## config.mk

```make
export PLATFORM = sky130hd
export DESIGN_NAME = arithmetic_unit
export DESIGN_NICKNAME = d
export VERILOG_FILES = /design/src/rtl/arithmetic_unit.sv
export SDC_FILE = /design/constraint.sdc
export NUM_CORES = 1
export LEC_CHECK = 0
export CORE_MARGIN = 1.5
export CORE_UTILIZATION = 35
export DETAILED_ROUTE_END_ITERATION = 12
export HOLD_SLACK_MARGIN = 0.06
export PLACE_DENSITY = 0.51
export SLEW_MARGIN = 25
export SYNTH_ARGS = -nofsm -noshare
export SYNTH_HDL_FRONTEND = slang
export SYNTH_SLANG_ARGS = --single-unit
```

## constraint.sdc

```tcl
create_clock -name clk -period 3.7 [get_ports clk]
set_clock_uncertainty 0.2 [all_clocks]
set_input_delay 0.74 -clock clk [delete_from_list [all_inputs] [get_ports clk]]
set_output_delay 0.74 -clock clk [all_outputs]
set_load 0.03 [all_outputs]
```

## src/rtl/arithmetic_unit.sv

```systemverilog
// Registered add/sub/mul (one cycle) and restoring divide (DATA_W cycles) behind a start/busy/done handshake.
// Optional macro ARITHMETIC_UNIT_REMAINDER_EN: divide result carries {remainder, quotient}, else zero-extended quotient.
module arithmetic_unit #(
   parameter int DATA_W = 4
) (
   input  logic                  clk,
   input  logic                  rst_n,
   input  logic                  start,
   input  logic [1:0]            operation,
   input  logic [DATA_W-1:0]     A,
   input  logic [DATA_W-1:0]     B,
   output logic [2*DATA_W-1:0]   result,
   output logic                  error,
   output logic                  busy,
   output logic                  done
);

   localparam int RW    = 2 * DATA_W;
   localparam int CNT_W = (DATA_W > 1) ? $clog2(DATA_W) : 1;
   localparam logic [CNT_W-1:0] LAST = CNT_W'(DATA_W - 1);

   logic [DATA_W-1:0] rem;
   logic [DATA_W-1:0] quo;
   logic [DATA_W-1:0] dvs;
   logic [CNT_W-1:0]  cnt;

   logic [RW-1:0]     ext_a;
   logic [RW-1:0]     ext_b;
   logic [RW-1:0]     op_res;
   logic [DATA_W:0]   rem_sh;
   logic [DATA_W:0]   diff;
   logic [DATA_W-1:0] rem_n;
   logic [DATA_W-1:0] quo_n;
   logic [RW-1:0]     div_res;

   always_comb begin
      ext_a = {{DATA_W{1'b0}}, A};
      ext_b = {{DATA_W{1'b0}}, B};
      op_res = '0;
      case (operation)
         2'b00:   op_res = ext_a + ext_b;
         2'b01:   op_res = ext_a - ext_b;
         2'b10:   op_res = ext_a * ext_b;
         default: op_res = '0;
      endcase
   end

   // One restoring step: shift next dividend bit in, keep the subtraction only if it did not borrow.
   always_comb begin
      rem_sh = {rem, quo[DATA_W-1]};
      diff   = rem_sh - {1'b0, dvs};
      if (!diff[DATA_W]) begin
         rem_n = diff[DATA_W-1:0];
         quo_n = {quo[DATA_W-2:0], 1'b1};
      end else begin
         rem_n = rem_sh[DATA_W-1:0];
         quo_n = {quo[DATA_W-2:0], 1'b0};
      end
`ifdef ARITHMETIC_UNIT_REMAINDER_EN
      div_res = {rem_n, quo_n};
`else
      div_res = {{DATA_W{1'b0}}, quo_n};
`endif
   end

   always_ff @(posedge clk or negedge rst_n) begin
      if (!rst_n) begin
         result <= '0;
         error  <= 1'b0;
         busy   <= 1'b0;
         done   <= 1'b0;
         rem    <= '0;
         quo    <= '0;
         dvs    <= '0;
         cnt    <= '0;
      end else begin
         done <= 1'b0;
         if (busy) begin
            rem <= rem_n;
            quo <= quo_n;
            cnt <= cnt + CNT_W'(1);
            if (cnt == LAST) begin
               busy   <= 1'b0;
               done   <= 1'b1;
               result <= div_res;
               error  <= 1'b0;
            end
         end else if (start) begin
            if (operation == 2'b11 && B != '0) begin
               busy <= 1'b1;
               rem  <= '0;
               quo  <= A;
               dvs  <= B;
               cnt  <= '0;
            end else if (operation == 2'b11) begin
               result <= '0;
               error  <= 1'b1;
               done   <= 1'b1;
            end else begin
               result <= op_res;
               error  <= 1'b0;
               done   <= 1'b1;
            end
         end
      end
   end

endmodule

```

==> impl_metrics.py <==
metrics = {
    "floorplan": {
        "rows": 28,
        "die_width_um": 81.8,
        "io_pins": 24,
        "core_um2": 5960,
        "die_area_um2": 6690,
        "start_util_pct": 36.5,
        "die_height_um": 81.8,
    },
    "route": {
        "routed_wl_um": 5010,
        "post_drt_via_cell_ratio": 5.10,
        "vias": 1740,
        "drt-pass1-iter-count": 4,
        "ant_nets": 0,
        "wl_per_cell_um": 14.7,
        "drcViolationCount": 0,
        "drt_iter0_markers": 71,
    },
    "logic_synthesis": {
        "yosysTopAreaCell": "dfrtp_1",
        "synthSimpleGateAreaFrac_pct": 19.7,
        "seq_area_frac_synth_pct": 28.8,
        "synth_top_family_by_area": "adder cells",
        "synth_top_area_share_pct": 28.8,
        "synth_area_leaders": "dfrtp_1 29%, ha_1 14%, fa_1 6.4%, nand2_1 4.5%, inv_1 3.8%",
        "postSynthCellCount": 233,
        "synth.distinct_cells": 51,
        "syn_avg_cell_area_um2": 9.33,
        "synth_xor_area_share_pct": 2.42,
        "synth_fa_ha_area_share_pct": 20.8,
        "synth-seq-cells": 25,
        "syn-cell-area_um2": 2170,
        "mappedNetlistNets": 278,
        "ys_warn_count": 0,
        "synth_compound_area_share_pct": 18.4,
        "muxShareOfSynthArea_pct": 3.28,
    },
    "placement": {
        "gp_congestion": 0.804,
        "port_buffers": 23,
        "hpwlAfterDp_um": 4010,
        "dp_slack_ns": -0.116,
    },
    "global_route": {
        "globalRoute.totalOverflow": 0,
        "grt_antenna_before_repair": 0,
        "grt_start_max_net_pins": 26,
        "grt_pass1_vias": 1698,
        "grt_pass1_wl_um": 8360,
        "track_usage_pct": 16.5,
    },
    "run": {
        "maxCapViolCount": 0,
    },
    "sta": {
        "finalWorstSetupSlack_ns": 0.177,
        "min_period_ns": 3.52,
        "period_share_pct": 95.2,
        "worst_pin_slew_ns": 0.734,
        "max_freq_ghz": 0.284,
        "hold_slack_ns": 0.273,
        "final-setup-viol-count": 0,
        "hold_viol_final": 0,
        "slew_viol_final": 0,
        "slew_headroom_pct": 51.0,
        "rsz0062_at_grt": "false",
    },
    "setup_path": {
        "crit_type": "in2reg",
        "max_stage_delay_ns": 0.56,
        "critPathArrivalTime_ns": 3.49,
        "cp_max_fo": 2,
        "cpMostUsedCell": "fa_1",
        "required_ns": 3.66,
        "end_kind": "flip-flop",
        "cp_cell_sequence": "clkdlybuf4s50_1 -> nand2_1 -> fa_1 -> inv_1 -> fa_1 -> inv_1 -> fa_1 -> nor2b_1 -> a2111oi_2 -> o31ai_2",
        "critPathSlowestCell": "fa_1",
        "start_kind": "input port",
    },
    "clock_tree": {
        "ctsResizeCount": 0,
        "cts-root-buf": "clkbuf_8",
        "htree_num_levels": 1,
        "cts_buffer_depth": 2,
        "cts_setup_buffers": 0,
        "cts_buffers": 3,
        "cts_tree": "yes",
        "cts_hold_buf": 0,
        "clk_pin_slew_ns": 0.10,
        "clk_latency_ns": 0.28,
        "clkSinkCount": 25,
    },
    "finish": {
        "seqCellArea_um2": 626,
        "nets": 312,
        "fillers": 620,
        "synthToLayoutAreaGrowth_pct": 19.1,
        "layout-drive-gt1-share_pct": 13.2,
        "antenna_cells": 0,
        "multi_input_area_um2": 1410,
    },
    "power": {
        "p_leak_nw": 1.21,
        "vdd_drop_max_mv": 0.360,
        "powerDensity_nw_per_um2": 628,
    },
    "min_path": {
        "holdCritPathClass": "reg2reg",
    },
    "outcome": {
        "status": "complete, no violations",
    },
}
==> critical path: cells and delay by family <==
kind	cells	cell delay, ns
simple gates	2	0.13
buf+inv	3	0.60
compound gates	2	0.39
fa+ha+maj	3	1.62
==> metal layers <==
metal,wire length (um),global-route usage (%),vias to the layer above
met1,2480,22.2,830
met5,0,0,-
li1,-,-,880
met2,2390,28.6,25
met4,47,4.07,0
met3,92,1.33,5
==> logic make-up (layout without fill, tap and decap cells) <==
logic type | Yosys count | after routing
AND/OR/NAND/NOR | 78 | 78
AO/OA/AOI/OAI | 55 | 55
adder cells (fa/ha/maj) | 32 | 32
buffers and inverters | 30 | 63
flip-flops | 25 | 25
multiplexers | 7 | 7
XOR/XNOR | 6 | 6
==> final timing paths <==
kind / cells after the start / endpoint / startpoint / slack, ns
max in group asynchronous: 2 / quo[0]$_DFFE_PN0P_ / rst_n / 2.41
max: 10 / result[3]$_DFFE_PN0P_ / A[0] / 0.18
min: 2 / result[1]$_DFFE_PN0P_ / result[1]$_DFFE_PN0P_ / 0.27
min in group asynchronous: 2 / quo[3]$_DFFE_PN0P_ / rst_n / 0.63
min reg2reg: 2 / result[1]$_DFFE_PN0P_ / result[1]$_DFFE_PN0P_ / 0.27
max reg2reg: 8 / rem[3]$_DFFE_PN0P_ / quo[3]$_DFFE_PN0P_ / 1.26
==> power breakdown <==
group | switching [W] | total (W) | internal, W
combinational | 0.000512 | 0.000937 | 0.000425
sequential | 0.000116 | 0.000518 | 0.000403
clock | 0.0000936 | 0.000170 | 0.0000765
==> placed cells by master, fill, tap and decap left out, types with 2 or more instances in the layout <==
cell	n
o21ai_1	8
clkdlybuf4s50_1	23
o41ai_1	2
dfrtp_1	25
mux2i_1	6
nor2b_1	5
nor3_1	2
buf_4	13
o21ai_0	8
ha_1	25
and2_1	7
o21bai_1	2
and2_2	3
o31ai_2	2
nand3_1	8
o21ai_2	2
nand3b_1	3
a21o_1	5
a221o_1	2
fa_1	7
nor2_1	13
inv_1	22
nand2_1	26
clkbuf_8	3
xnor2_1	5
a21oi_1	11
a221oi_1	2
a211oi_1	3
==> cell usage after synthesis (all sizes together) <==
master and n:
nand4b 1, nor3 3, inv 22, nand2 26, o31ai 2, o41ai 2, or4 1, dfrtp 25
mux2 1, clkbuf 1, nand3 9, and3 1, ha 25, a2111oi 1, fa 7, a211oi 3
buf 6, a31oi 1, o211ai 1, mux2i 6, nor2 13, a221o 2, o21ai 18, a21oi 11
a21o 5, a22oi 1, clkinv 1, nand3b 3, nor3b 2, nor4bb 1, nor4 1, and2b 1
o21bai 2, xor2 1, a32oi 1, and2 11, a221oi 3, xnor2 5, nor2b 5, a21boi 1
o21a 1
==> final cells by class <==
cell class	instances	share of cell area (%)
flip-flops and latches	25	24.2
clock inverters	1	0.290
clock buffers	3	1.59
multi-input cells	178	54.3
well taps	75	3.62
repair buffers	36	12.7
inverters	23	3.38
==> registers in the layout, summed over array words and instances (netlist names) <==
signal  count
done        1
error       1
cnt         2
dvs         4
result      8
busy        1
rem         4
quo         4
==> stage by stage <==
stage,area [um^2],utilization [%],cells,setup TNS (ns),power [W]
final,2590,43.5,341,0,0.00163
after global routing,2590,43.5,341,0,0.00176
after CTS,2590,43.5,341,0,0.00164
after detailed placement,2540,42.6,337,-0.335,0.00147
after global placement,2540,42.6,337,-0.225,0.00146
after floorplan,2170,-,233,0,0.00119
Power figures use the tool's default switching activity.
